### src/rtl/cpu_pkg.sv
// Shared CPU definitions: ALU op codes and multiply-sequencer state encoding.
// Latency: n/a. Backpressure: n/a.
// Imported by the EX-stage helpers and the ALU.
package cpu_pkg;

    localparam logic [3:0] ALU_OP_AND = 4'b0000;
    localparam logic [3:0] ALU_OP_OR  = 4'b0001;
    localparam logic [3:0] ALU_OP_ADD = 4'b0010;
    localparam logic [3:0] ALU_OP_SUB = 4'b0110;
    localparam logic [3:0] ALU_OP_XOR = 4'b0101;
    localparam logic [3:0] ALU_OP_SLL = 4'b1000;
    localparam logic [3:0] ALU_OP_SRL = 4'b1010;
    localparam logic [3:0] ALU_OP_SRA = 4'b1011;

    typedef enum logic [1:0] {
        MS_IDLE  = 2'd0,
        MS_ADD   = 2'd1,
        MS_SHIFT = 2'd2,
        MS_DONE  = 2'd3
    } ms_state_t;

endpackage

### src/rtl/alu_mul_sequencer.sv
// Iterative shift-add multiplier that borrows the EX-stage ALU; keeps low XLEN product bits.
// Latency: done in cycle 2k+1 after start (k = multiplier bit length with EARLY_EXIT, else XLEN).
// Backpressure: start accepted only in IDLE and never queued; busy stalls the pipeline meanwhile.
module alu_mul_sequencer
    import cpu_pkg::*;
#(
    parameter int XLEN       = 32,
    parameter bit EARLY_EXIT = 1'b1
) (
    input  logic            clk,
    input  logic            rst_n,
    input  logic            start,
    input  logic            flush,
    input  logic [XLEN-1:0] op_a,
    input  logic [XLEN-1:0] op_b,
    input  logic [XLEN-1:0] alu_c,
    output logic [XLEN-1:0] alu_a,
    output logic [XLEN-1:0] alu_b,
    output logic [3:0]      alu_op,
    output logic            alu_bsel,
    output logic            alu_grant,
    output logic            busy,
    output logic            done,
    output logic [XLEN-1:0] result
);

    localparam int              CNT_W    = $clog2(XLEN);
    localparam logic [CNT_W-1:0] CNT_LAST = CNT_W'(XLEN - 1);

    ms_state_t        state;
    logic [XLEN-1:0]  prod;
    logic [XLEN-1:0]  mcand;
    logic [XLEN-1:0]  mplier;
    logic [CNT_W-1:0] cnt;
    logic [XLEN-1:0]  result_q;

    always_ff @(posedge clk) begin
        if (!rst_n) begin
            state    <= MS_IDLE;
            prod     <= '0;
            mcand    <= '0;
            mplier   <= '0;
            cnt      <= '0;
            result_q <= '0;
        end else if (flush) begin
            state <= MS_IDLE;
        end else begin
            case (state)
                MS_IDLE: begin
                    if (start) begin
                        prod   <= '0;
                        mcand  <= op_a;
                        mplier <= op_b;
                        cnt    <= '0;
                        state  <= (EARLY_EXIT && op_b == '0) ? MS_DONE : MS_ADD;
                    end
                end
                MS_ADD: begin
                    if (mplier[0]) begin
                        prod <= alu_c;
                    end
                    state <= MS_SHIFT;
                end
                MS_SHIFT: begin
                    mcand  <= alu_c;
                    mplier <= mplier >> 1;
                    cnt    <= cnt + 1'b1;
                    // Bits still to be consumed are mplier[XLEN-1:1] after this shift.
                    if (cnt == CNT_LAST || (EARLY_EXIT && mplier[XLEN-1:1] == '0)) begin
                        state <= MS_DONE;
                    end else begin
                        state <= MS_ADD;
                    end
                end
                MS_DONE: begin
                    result_q <= prod;
                    state    <= MS_IDLE;
                end
                default: state <= MS_IDLE;
            endcase
        end
    end

    always_comb begin
        alu_a  = '0;
        alu_b  = '0;
        alu_op = ALU_OP_AND;
        case (state)
            MS_ADD: begin
                alu_a  = prod;
                alu_b  = mcand;
                alu_op = ALU_OP_ADD;
            end
            MS_SHIFT: begin
                alu_a  = mcand;
                alu_b  = XLEN'(1);
                alu_op = ALU_OP_SLL;
            end
            default: ;
        endcase
    end

    assign alu_bsel  = 1'b0;
    assign alu_grant = (state == MS_ADD) || (state == MS_SHIFT);
    assign busy      = (state != MS_IDLE);
    // A flush landing in DONE cancels the completion, so the bypass is gated too.
    assign done      = (state == MS_DONE) && !flush;
    assign result    = done ? prod : result_q;

endmodule
### config.mk
export PLATFORM = sky130hd
export DESIGN_NAME = alu_mul_sequencer
export DESIGN_NICKNAME = d
export VERILOG_FILES = /design/src/rtl/cpu_pkg.sv /design/src/rtl/alu_mul_sequencer.sv
export SDC_FILE = /design/constraint.sdc
export NUM_CORES = 1
export LEC_CHECK = 0
export ABC_AREA = 0
export CAP_MARGIN = 20
export CORE_AREA = 2 2 123 125
export DETAILED_ROUTE_END_ITERATION = 8
export DIE_AREA = 0 0 125 127
export HOLD_SLACK_MARGIN = 0.02
export PLACE_DENSITY = 0.79
export SLEW_MARGIN = 20
export SYNTH_ARGS = -nofsm -noshare
export SYNTH_HDL_FRONTEND = slang
export SYNTH_SLANG_ARGS = --single-unit
### constraint.sdc
create_clock -name clk -period 2.7 [get_ports clk]
set_input_delay 0.54 -clock clk [delete_from_list [all_inputs] [get_ports clk]]
set_output_delay 0.54 -clock clk [all_outputs]
set_load 0.05 [all_outputs]
==> flow_summary_export.csv <==
group,metric,value,unit
layout,num-nets-final,966,
layout,post_route_cells_drive_above_1_share,26.9,%
layout,area_growth_syn_to_layout,49.3,%
setup_path,cp.buffers_inverters,3,
grt,first_global_vias,5948,
setup_path,cp.required,2160,ps
placement,routabilityCongestion,0.852,
timing,worst_skew,6.36,ps
setup_path,timing.critical_path.cells,"inv_1 > ha_1 > and2_1 > buf_6 > a22o_2 > buf_12",
routing,drtAntennaViolNets,0,
synth,cell_area_after_technology_mapping,0.00667,sq mm
timing,timing.setup.tns,0,ps
clocking,clockRootBuffer,"sky130_fd_sc_hd__clkbuf_16",
worst_hold_path,hold_class,"flip-flop to flip-flop",
clocking,cts_tree,"yes",
routing,drcViolationCount,0,
floorplan,die_area,0.0159,sq mm
timing,final_max_slew_viol_count,0,
routing,dr.pass1.iters,5,
synth,biggest_area_contributors_in_the_synthesized_netlist,"sky130_fd_sc_hd__dfxtp_1, sky130_fd_sc_hd__mux2i_1, sky130_fd_sc_hd__o211a_1",
power,power.density,496,mW/mm^2
synth,yosysWarnings,0,
timing,post-route-min-period,2600,ps
routing,num_vias,6006,
setup_path,path_class,"flip-flop to output port",
layout,n_antenna_cell,0,
timing,grt_setup_unrepaired,"no",
setup_path,worst_setup_slack_for_register_to_register_paths,380,ps
synth,ys_async_sr_fraction,0,%
synth,synth_top_cell_by_area,"sky130_fd_sc_hd__dfxtp_1",
layout,seq_area,0.00271,sq mm
synth,synth_edf_count,0,
timing,timing.slew.headroom,55.3,%
power,total_power,0.00494,W
grt,globalRoute.totalOverflow,0,
setup_path,worstReg2RegStart,"state[0]",
synth,yosysUniqueCellTypes,43,
power,internal-power,0.00374,W
floorplan,placement_rows,44,
synth,synth_simple_gate_area_share,18.6,%
status,status,"finished clean",
placement,dpl.hpwl,13800,um
floorplan,core_area,0.0144,sq mm
timing,max_freq,385,MHz
synth,synthDominantCellAreaShare,40.5,%
layout,multi_input_area,0.00369,sq mm
setup_path,setup.worst_path.end,"alu_a[18]",
timing,final_period_utilization,96.2,%
grt,overall_routing_resource_usage,25.2,%
grt,antenna_found_initial,0,
floorplan,die_w,125,um
synth,ys_top_cells_by_count,"sky130_fd_sc_hd__dfxtp_1, sky130_fd_sc_hd__nand2_1, sky130_fd_sc_hd__mux2i_1, sky130_fd_sc_hd__o211a_1, sky130_fd_sc_hd__nand3_1",
synth,postSynthCellCount,692,
synth,ys_seq_elements,135,
clocking,clk_latency,410,ps
layout,fillers,1095,
clocking,postCtsHoldBufs,0,
synth,synth_top_family_by_area,"compound AO/OA/AOI/OAI gates",
grt,grt_first_pass_wirelength,31900,um
clocking,tritoncts_num_sinks,135,
setup_path,crit_path_start,"state[0]",
synth,register_area_share_after_synthesis,40.5,%
synth,synth_compound_area_share,19.5,%
synth,avgSynthCellArea,9.64,sq um
clocking,cts_buffer_depth,2,
clocking,htree_levels,4,
setup_path,critPathArrivalTime,2060,ps
setup_path,critical_path_cell_count,6,
placement,port_buffer_cells,200,
setup_path,cpLargestDelayFamily,"buffers and inverters",
timing,final-hold-violation-count,0,
routing,first_iter_violations,443,
floorplan,design.portCount,204,
synth,synth.mux.area_fraction,14.9,%
synth,synth_xor_xnor_area_share,0,%
power,swShare,24.3,%
routing,routed_wl,20300,um
setup_path,worstSetupEndpointType,"output port",
layout,final_cell_count_no_fill,1057,
floorplan,initial_core_util,46.2,%
floorplan,dieHeight,127,um
power,power.leakage,4.52,nW
timing,worst_pin_slew,671,ps
clocking,cts_inserted_buffers,17,
power,combinationalPowerShare,12.1,%
setup_path,critical_path.slowest_cell,"sky130_fd_sc_hd__dfxtp_2",
power,p_switching,0.00120,W
setup_path,path_max_fanout,22,
clocking,worst_setup_hold_path_clk_slew,60,ps
power,power_frac_seq,43.3,%
power,clkPwrFrac,44.6,%
timing,setup_viol_count_final,0,
setup_path,regToRegEndpoint,"cnt[1]",
placement,placed_insts,1025,
synth,ys.flop_type,"sky130_fd_sc_hd__dfxtp_1",
setup_path,critical-path-max-stage-delay,360,ps
job,timing.max_cap.violations,0,
power,worst_vdd_drop,0.404,mV
grt,grt_start_max_net_pins,134,
synth,synth_fa_ha_area_share,1.13,%
routing,post_drt_wl_per_cell,19.2,um
setup_path,ff2ff_path_depth,8,
routing,drt-vias-per-instance,5.68,
setup_path,startpoint_type,"flip-flop",
synth,yosysMostFrequentCell,"sky130_fd_sc_hd__dfxtp_1",
[metrics by stage]
stage	worst slack, ps	util, %	hold WS, ps	instance area (sq um)
6_report	102	69.0	476	9960
5_1_grt	18.8	69.0	484	9960
3_5_place_dp	196	65.1	467	9380
3_3_place_gp	225	65.1	455	9380
4_1_cts	3.24	69.0	474	9950
2_1_floorplan	43.3	-	441	6710
[layout by cell type (no fill, tap or decap), types with 7 or more instances in the layout]
cell	count
sky130_fd_sc_hd__and3_1	33
sky130_fd_sc_hd__a21boi_2	10
sky130_fd_sc_hd__buf_12	70
sky130_fd_sc_hd__a21boi_0	8
sky130_fd_sc_hd__nand2_2	10
sky130_fd_sc_hd__buf_4	44
sky130_fd_sc_hd__nand2_1	91
sky130_fd_sc_hd__and2_1	33
sky130_fd_sc_hd__clkinv_2	7
sky130_fd_sc_hd__clkdlybuf4s50_1	99
sky130_fd_sc_hd__clkbuf_16	17
sky130_fd_sc_hd__mux2_2	32
sky130_fd_sc_hd__dfxtp_1	133
sky130_fd_sc_hd__nand3_1	36
sky130_fd_sc_hd__a21boi_1	20
sky130_fd_sc_hd__a22o_2	29
sky130_fd_sc_hd__o211a_1	63
sky130_fd_sc_hd__mux2i_1	63
sky130_fd_sc_hd__nor4_1	14
[routing by layer]
metal	track usage, %	vias to the layer above	wire [um]	part of all wire (%)
li1	-	2835	-	-
met1	31.1	2928	8770	43
met2	43.5	217	9920	49
met3	5.49	26	1190	5.9
met4	8.89	0	393	1.9
met5	0	-	0	0
[worst register-to-register path, stage by stage, from the launching register on]
cell and delay [ps]:
sky130_fd_sc_hd__dfxtp_2 340, sky130_fd_sc_hd__inv_1 120, sky130_fd_sc_hd__ha_4 160, sky130_fd_sc_hd__buf_4 460
sky130_fd_sc_hd__nand2b_1 240, sky130_fd_sc_hd__a21oi_4 270, sky130_fd_sc_hd__buf_12 270, sky130_fd_sc_hd__nand3_1 160
sky130_fd_sc_hd__a21boi_0 230
[flip-flops by register name (all words and copies together) (netlist names)]
name,count
mplier,32
result_q,32
state,2
cnt,5
mcand,32
prod,32
[timing repair]
| item | in CTS | in global routing |
|---|---|---|
| gates resized for setup | 4 | 3 |
| setup endpoints to repair | 28 | 34 |
| pin swaps | 0 | 0 |
| hold endpoints to repair | 0 | 0 |
| buffers inserted | 0 | 0 |
[power by group through the flow]
stage / clock, W / combinational, W / sequential, W
floorplan: 0 / 0.000334 / 0.00216
global placement: 0 / 0.000580 / 0.00217
detailed placement: 0 / 0.000594 / 0.00218
CTS: 0.00225 / 0.000599 / 0.00214
global route: 0.00233 / 0.000641 / 0.00215
finish: 0.00220 / 0.000600 / 0.00214
[worst min-delay path by stage]
stage              from  endpoint  slack, ps  cells after the start
2_1_floorplan  prod[10]  prod[10]        440                      2
3_3_place_gp     cnt[4]    cnt[4]        450                      2
3_5_place_dp   prod[12]  prod[12]        470                      2
4_1_cts           rst_n  state[0]        470                      3
5_1_grt           rst_n  state[0]        480                      3
6_report        prod[1]   prod[1]        480                      2
[area by class of cell]
class | count | area share, %
tap | 184 | 2.31
clock inverter | 10 | 1.04
clock buffer | 22 | 4.56
inverter | 5 | 0.189
timing repair buffer | 216 | 27.7
multi-input combinational | 485 | 37.0
sequential | 135 | 27.2
[cells by family after synthesis]
group	count (synthesis)
AO/OA/AOI/OAI	143
adder cells (fa/ha/maj)	6
other	1
multiplexers	95
flip-flops	135
AND/OR/NAND/NOR	238
buffers and inverters	74
(Power assumes the default switching activity.)
